File: config.mk
export PLATFORM = sky130hd
export DESIGN_NAME = random_position_picker
export DESIGN_NICKNAME = d
export VERILOG_FILES = /design/src/rtl/random_position_picker.sv
export SDC_FILE = /design/constraint.sdc
export NUM_CORES = 1
export LEC_CHECK = 0
export CORE_MARGIN = 2
export CORE_UTILIZATION = 30
export DETAILED_ROUTE_END_ITERATION = 10
export MAX_ROUTING_LAYER = met4
export SLEW_MARGIN = 20
export SYNTH_ARGS = -nofsm -noshare
export SYNTH_HDL_FRONTEND = slang
export SYNTH_SLANG_ARGS = --single-unit
File: constraint.sdc
create_clock -name clk -period 2.5 [get_ports clk]
set_clock_uncertainty 0.1 [all_clocks]
set_input_delay 0.375 -clock clk [delete_from_list [all_inputs] [get_ports clk]]
set_output_delay 0.375 -clock clk [all_outputs]
set_load 0.01 [all_outputs]
File: src/rtl/random_position_picker.sv
// Spawn-coordinate picker: pulls random words from the LFSR generator and maps them
// into the [X_MIN..X_MAX] x [Y_MIN..Y_MAX] rectangle by bounded rejection sampling.
module random_position_picker #(
    parameter int X_MIN     = 0,
    parameter int X_MAX     = 639,
    parameter int Y_MIN     = 160,
    parameter int Y_MAX     = 479,
    parameter int MAX_TRIES = 4
) (
    input  logic        clk,
    input  logic        resetN,
    input  logic        request,
    input  logic [15:0] randomLatch,
    output logic        storeValue,
    output logic        busy,
    output logic        valid,
    output logic [10:0] posX,
    output logic [10:0] posY,
    output logic        fallback
);

    // Smallest 2^k-1 covering the span, so a masked candidate is rejected less than half the time.
    function automatic int calc_mask(input int span);
        int m;
        m = 0;
        while (m < span) m = (m << 1) | 1;
        return m;
    endfunction

    localparam logic [10:0] SPAN_X = 11'(X_MAX - X_MIN);
    localparam logic [10:0] SPAN_Y = 11'(Y_MAX - Y_MIN);
    localparam logic [10:0] MASK_X = 11'(calc_mask(X_MAX - X_MIN));
    localparam logic [10:0] MASK_Y = 11'(calc_mask(Y_MAX - Y_MIN));
    localparam int          TW     = (MAX_TRIES > 1) ? $clog2(MAX_TRIES) : 1;
    localparam logic [TW-1:0] LAST_TRY = TW'(MAX_TRIES - 1);

    typedef enum logic [2:0] {
        IDLE, FETCH_X, CHECK_X, FETCH_Y, CHECK_Y, DONE
    } state_t;

    state_t        state_q, state_d;
    logic [TW-1:0] try_q, try_d;
    logic          fb_q, fb_d;
    logic [10:0]   off_x_q, off_x_d;
    logic [10:0]   pos_x_q, pos_x_d;
    logic [10:0]   pos_y_q, pos_y_d;
    logic          fallback_q, fallback_d;

    logic [10:0] cand_x, cand_y;
    logic        unused_bits;

    assign cand_x      = randomLatch[10:0] & MASK_X;
    assign cand_y      = randomLatch[10:0] & MASK_Y;
    assign unused_bits = ^randomLatch[15:11];

    always_comb begin
        // NOTE: every variable gets its hold value first so no path through the case infers a latch.
        state_d    = state_q;
        try_d      = try_q;
        fb_d       = fb_q;
        off_x_d    = off_x_q;
        pos_x_d    = pos_x_q;
        pos_y_d    = pos_y_q;
        fallback_d = fallback_q;

        unique case (state_q)
            IDLE: begin
                if (request) begin
                    state_d = FETCH_X;
                    try_d   = '0;
                    fb_d    = 1'b0;
                end
            end
            FETCH_X: state_d = CHECK_X;
            CHECK_X: begin
                if (cand_x <= SPAN_X) begin
                    off_x_d = cand_x;
                    try_d   = '0;
                    state_d = FETCH_Y;
                end else if (try_q == LAST_TRY) begin
                    // Halving a masked value always lands inside the span.
                    off_x_d = cand_x >> 1;
                    fb_d    = 1'b1;
                    try_d   = '0;
                    state_d = FETCH_Y;
                end else begin
                    try_d   = try_q + TW'(1);
                    state_d = FETCH_X;
                end
            end
            FETCH_Y: state_d = CHECK_Y;
            CHECK_Y: begin
                if (cand_y <= SPAN_Y) begin
                    pos_x_d    = 11'(X_MIN) + off_x_q;
                    pos_y_d    = 11'(Y_MIN) + cand_y;
                    fallback_d = fb_q;
                    try_d      = '0;
                    state_d    = DONE;
                end else if (try_q == LAST_TRY) begin
                    pos_x_d    = 11'(X_MIN) + off_x_q;
                    pos_y_d    = 11'(Y_MIN) + (cand_y >> 1);
                    fb_d       = 1'b1;
                    fallback_d = 1'b1;
                    try_d      = '0;
                    state_d    = DONE;
                end else begin
                    try_d   = try_q + TW'(1);
                    state_d = FETCH_Y;
                end
            end
            DONE:    state_d = IDLE;
            default: state_d = IDLE;
        endcase
    end

    // NOTE: sequential state uses non-blocking assignments so all flops update from pre-edge values.
    always_ff @(posedge clk or negedge resetN) begin
        if (!resetN) begin
            state_q    <= IDLE;
            try_q      <= '0;
            fb_q       <= 1'b0;
            off_x_q    <= '0;
            pos_x_q    <= '0;
            pos_y_q    <= '0;
            fallback_q <= 1'b0;
        end else begin
            state_q    <= state_d;
            try_q      <= try_d;
            fb_q       <= fb_d;
            off_x_q    <= off_x_d;
            pos_x_q    <= pos_x_d;
            pos_y_q    <= pos_y_d;
            fallback_q <= fallback_d;
        end
    end

    assign storeValue = (state_q == FETCH_X) || (state_q == FETCH_Y);
    assign busy       = (state_q != IDLE);
    assign valid      = (state_q == DONE);
    assign posX       = pos_x_q;
    assign posY       = pos_y_q;
    assign fallback   = fallback_q;

endmodule
==> results.md <==
- Via total after detailed routing: 1794
- Core area: 6760 sq um
- Yosys top cell by area: sky130_fd_sc_hd__dfrtp_1
- Final setup margin: between 0.2 and 0.3 ns
- Final #Nets: 280
- Startpoint of the worst setup timing path: randomLatch[6]
- H-tree depth: 2
- Largest cells by area after synthesis: sky130_fd_sc_hd__dfrtp_1 (45%), sky130_fd_sc_hd__mux2_2 (6.0%), sky130_fd_sc_hd__a211oi_1 (4.3%)
- Maximum count of clock buffers along a single path: 2
- Residual DRC: 0
- Final setup violation count: 0
- Number of placed I/O pins: 45
- Final Routed Wirelength: between 5 and 6 mm
- Vias in the first global route: 1755
- Relative area change from synthesis to final layout: 29.8%
- Fraction of synthesized cell area in xor and xnor cells: 0.843%
- Highest net fanout along the worst path: 9
- Post-synthesis share of cell area spent on and, or, nand and nor gates: 16.8%
- Minimum hold slack: 0.0730 ns
- Max-cap check violation count: 0
- Synth Instances: 206
- Pwr/cell area: 1020 nW/um^2
- # resized after CTS: 0
- Leakage power figure: 1.13 nW
- Final period utilization: between 80% and 90%
- Die ar.: 7600 sq um
- Pin count of the biggest net entering global routing: 38
- Cell Area, Synth: 2080 sq um
- Post-placement setup slack: -0.0519 ns
- Final Cell Area: 2700 sq um
- HPWL after detailed placement: roughly 3.9 mm
- Multiplexer area fraction after synthesis: 5.96%
- Register area share after synthesis: between 40% and 50%
- Count of cell types in the netlist: between 40 and 50
- Avg WL per Cell: 15.4 um
- Launch instance of the worst register-to-register path: state_q[2]
- Latest clock arrival within the worst-skew pair: 0.29 ns
- Count of final max-slew check failures: 0
- Antenna diodes: 0
- Fraction of final layout cells with drive strength greater than 1: 18.8%
- Synth top area share: between 40% and 50%
- Number of hold violations in the final report: 0
- Total Negative Setup Slacks: 0 ns
- Worst relative slew slack: 45.5%
- Status: complete, no violations
- Most instantiated flip-flop cell in the synthesis netlist: sky130_fd_sc_hd__dfrtp_1
- Cts-stage hold buffer count: 0
- Post-Synthesis Mean Instance Area: 10.1 sq um
- Area after detailed placement: roughly 2600 sq um
- Compound-gate portion of the synthesized area: 22.4%
- Library cell used as clock root buffer: sky130_fd_sc_hd__clkbuf_8
- Worst-case vdd ir drop: ~0.51 mV
- Peak clock frequency supported by timing: about 440 MHz
- WP data arrival: roughly 2.3 ns
- Dominant combinational cell family by area after synthesis: compound AO/OA/AOI/OAI gates
- Total power draw: 2.76 mW
- Floorplan die height: 87.2 um
- Initial antenna violation count: 0
- Top cell types by occurrence after synthesis: sky130_fd_sc_hd__dfrtp_1 (37), sky130_fd_sc_hd__nand2_1 (19), sky130_fd_sc_hd__a21oi_1 (15), sky130_fd_sc_hd__a211oi_1 (12)
- Remaining number of nets flagged by the antenna check after routing: 0
- FFs w/ async S/R, synth: between 90% and 100%
- GRT Overall Usage: 15.4%
- Measured slew at the worst slew-check pin: 0.818 ns
- Type of the worst setup path: input port to flop
- Number of flip-flops and latches in the synthesized netlist: 37
- Detailed-route vias per instance: about 5.3
- Yosys synthesis warning count: 0
- Port Buffers: 36
- Number of rows in the core area: 30
- Effective utilization at floorplan: 30.7%
- Worst hold path class: input port to asynchronous set/reset pin
- Global route overflow: 0
- Number of buffers created by CTS: 5
- # Post-CTS Setup Buffers: 0
- Wire length of the first global-routing pass: 8.78 mm
- Critical Path Source Type: input port
- Most frequent cell after synthesis: sky130_fd_sc_hd__dfrtp_1
- Width of the die: 87.2 um
- CTS tree: built
- Depth of the worst register-to-register path: 3
- CP Data Required Time: 2.55 ns
- Unrepaired setup endpoints after global routing: false
- Post-layout min period: 2.25 ns
- Number of enable-type register cells in the synthesized netlist: 0
- Global placer's final weighted congestion: ~0.9
- Endpoint kind of the worst setup timing path: flop
- Adder and majority cell fraction of the synthesized area: 3.61%
- Number of detailed-routing iterations run before antenna repair: 7
- Iteration-0 DRC count of the detailed router: 124
- Setup slack of the most critical reg-to-reg path: about 0.56 ns
- Clock sink count: 37
- Clock transition at path regs: 0.07 ns
- Number of fill cells in the layout: 685
## routing by layer
layer | GRT usage, % | share of wire (%) | up-vias
met5 | - | 0 | -
met4 | 6.71 | 2.5 | 0
met3 | 2.75 | 3.9 | 13
met2 | 22.8 | 47 | 45
met1 | 20.7 | 46 | 877
li1 | - | - | 859
## kinds of logic (layout without fill, tap and decap cells)
family          after synthesis  count (layout)
simple gates                 64              64
compound gates               63              63
flops                        37              37
buf+inv                      22              71
mux                          11              11
fa+ha+maj                     6               6
xor+xnor                      2               2
other cells                   1               2
## final cells by class
type	count	area [sq um]	area share, %
Clock buffer	6	72.6	2.69
Clock inverter	2	10.0	0.371
Inverter	6	22.5	0.836
Multi-Input combinational cell	148	1040	38.5
Sequential cell	37	926	34.4
Tap cell	80	100	3.71
Timing Repair Buffer	57	526	19.5
## final timing paths
kind                         endpoint
setup / recovery           off_x_q[5]
hold / removal                posY[1]
setup reg to reg              posX[8]
hold reg to reg               posY[2]
max in group asynchronous     posY[7]
min in group clk              posY[2]
## state kept, by name, indices dropped and copies added, names as in the netlist
register / flops
fallback: 1
fb_q: 1
off_x_q: 10
posX: 10
posY: 10
state_q: 3
try_q: 2
## metrics by stage
| stage | cells | util (%) |
|---|---|---|
| floorplan | 207 | - |
| global placement | 328 | 38.7 |
| detailed placement | 328 | 38.7 |
| CTS | 336 | 39.9 |
| global route | 336 | 39.9 |
| finish | 336 | 39.9 |
## critical path, stage by stage
cell                              delay [ns]
sky130_fd_sc_hd__clkdlybuf4s50_1        0.49
sky130_fd_sc_hd__buf_4                  0.16
sky130_fd_sc_hd__ha_1                   0.19
sky130_fd_sc_hd__nand4_1                0.21
sky130_fd_sc_hd__o21bai_2               0.32
sky130_fd_sc_hd__and2_1                 0.39
sky130_fd_sc_hd__a311oi_1               0.16
## layout by cell type, fill, tap and decap left out, types with 9 or more instances in the layout
master | Yosys | layout
sky130_fd_sc_hd__nand3_1 | 9 | 9
sky130_fd_sc_hd__mux2_2 | 11 | 11
sky130_fd_sc_hd__nand2_1 | 19 | 19
sky130_fd_sc_hd__nor2_1 | 11 | 11
sky130_fd_sc_hd__nor3_1 | 10 | 10
sky130_fd_sc_hd__a21oi_1 | 15 | 15
sky130_fd_sc_hd__dfrtp_1 | 37 | 37
sky130_fd_sc_hd__clkdlybuf4s50_1 | 0 | 35
sky130_fd_sc_hd__buf_4 | 5 | 20
sky130_fd_sc_hd__a211oi_1 | 12 | 12
## report_power, final
group          leakage [nW]  total [mW]  internal (mW)  switching, mW
logic                 0.635        1.25          0.722          0.530
registers             0.446        1.10          0.885          0.212
clock network        0.0450       0.405          0.193          0.212
total                  1.13        2.76           1.80          0.955
Note: power is estimated with default switching activity, not from simulation.
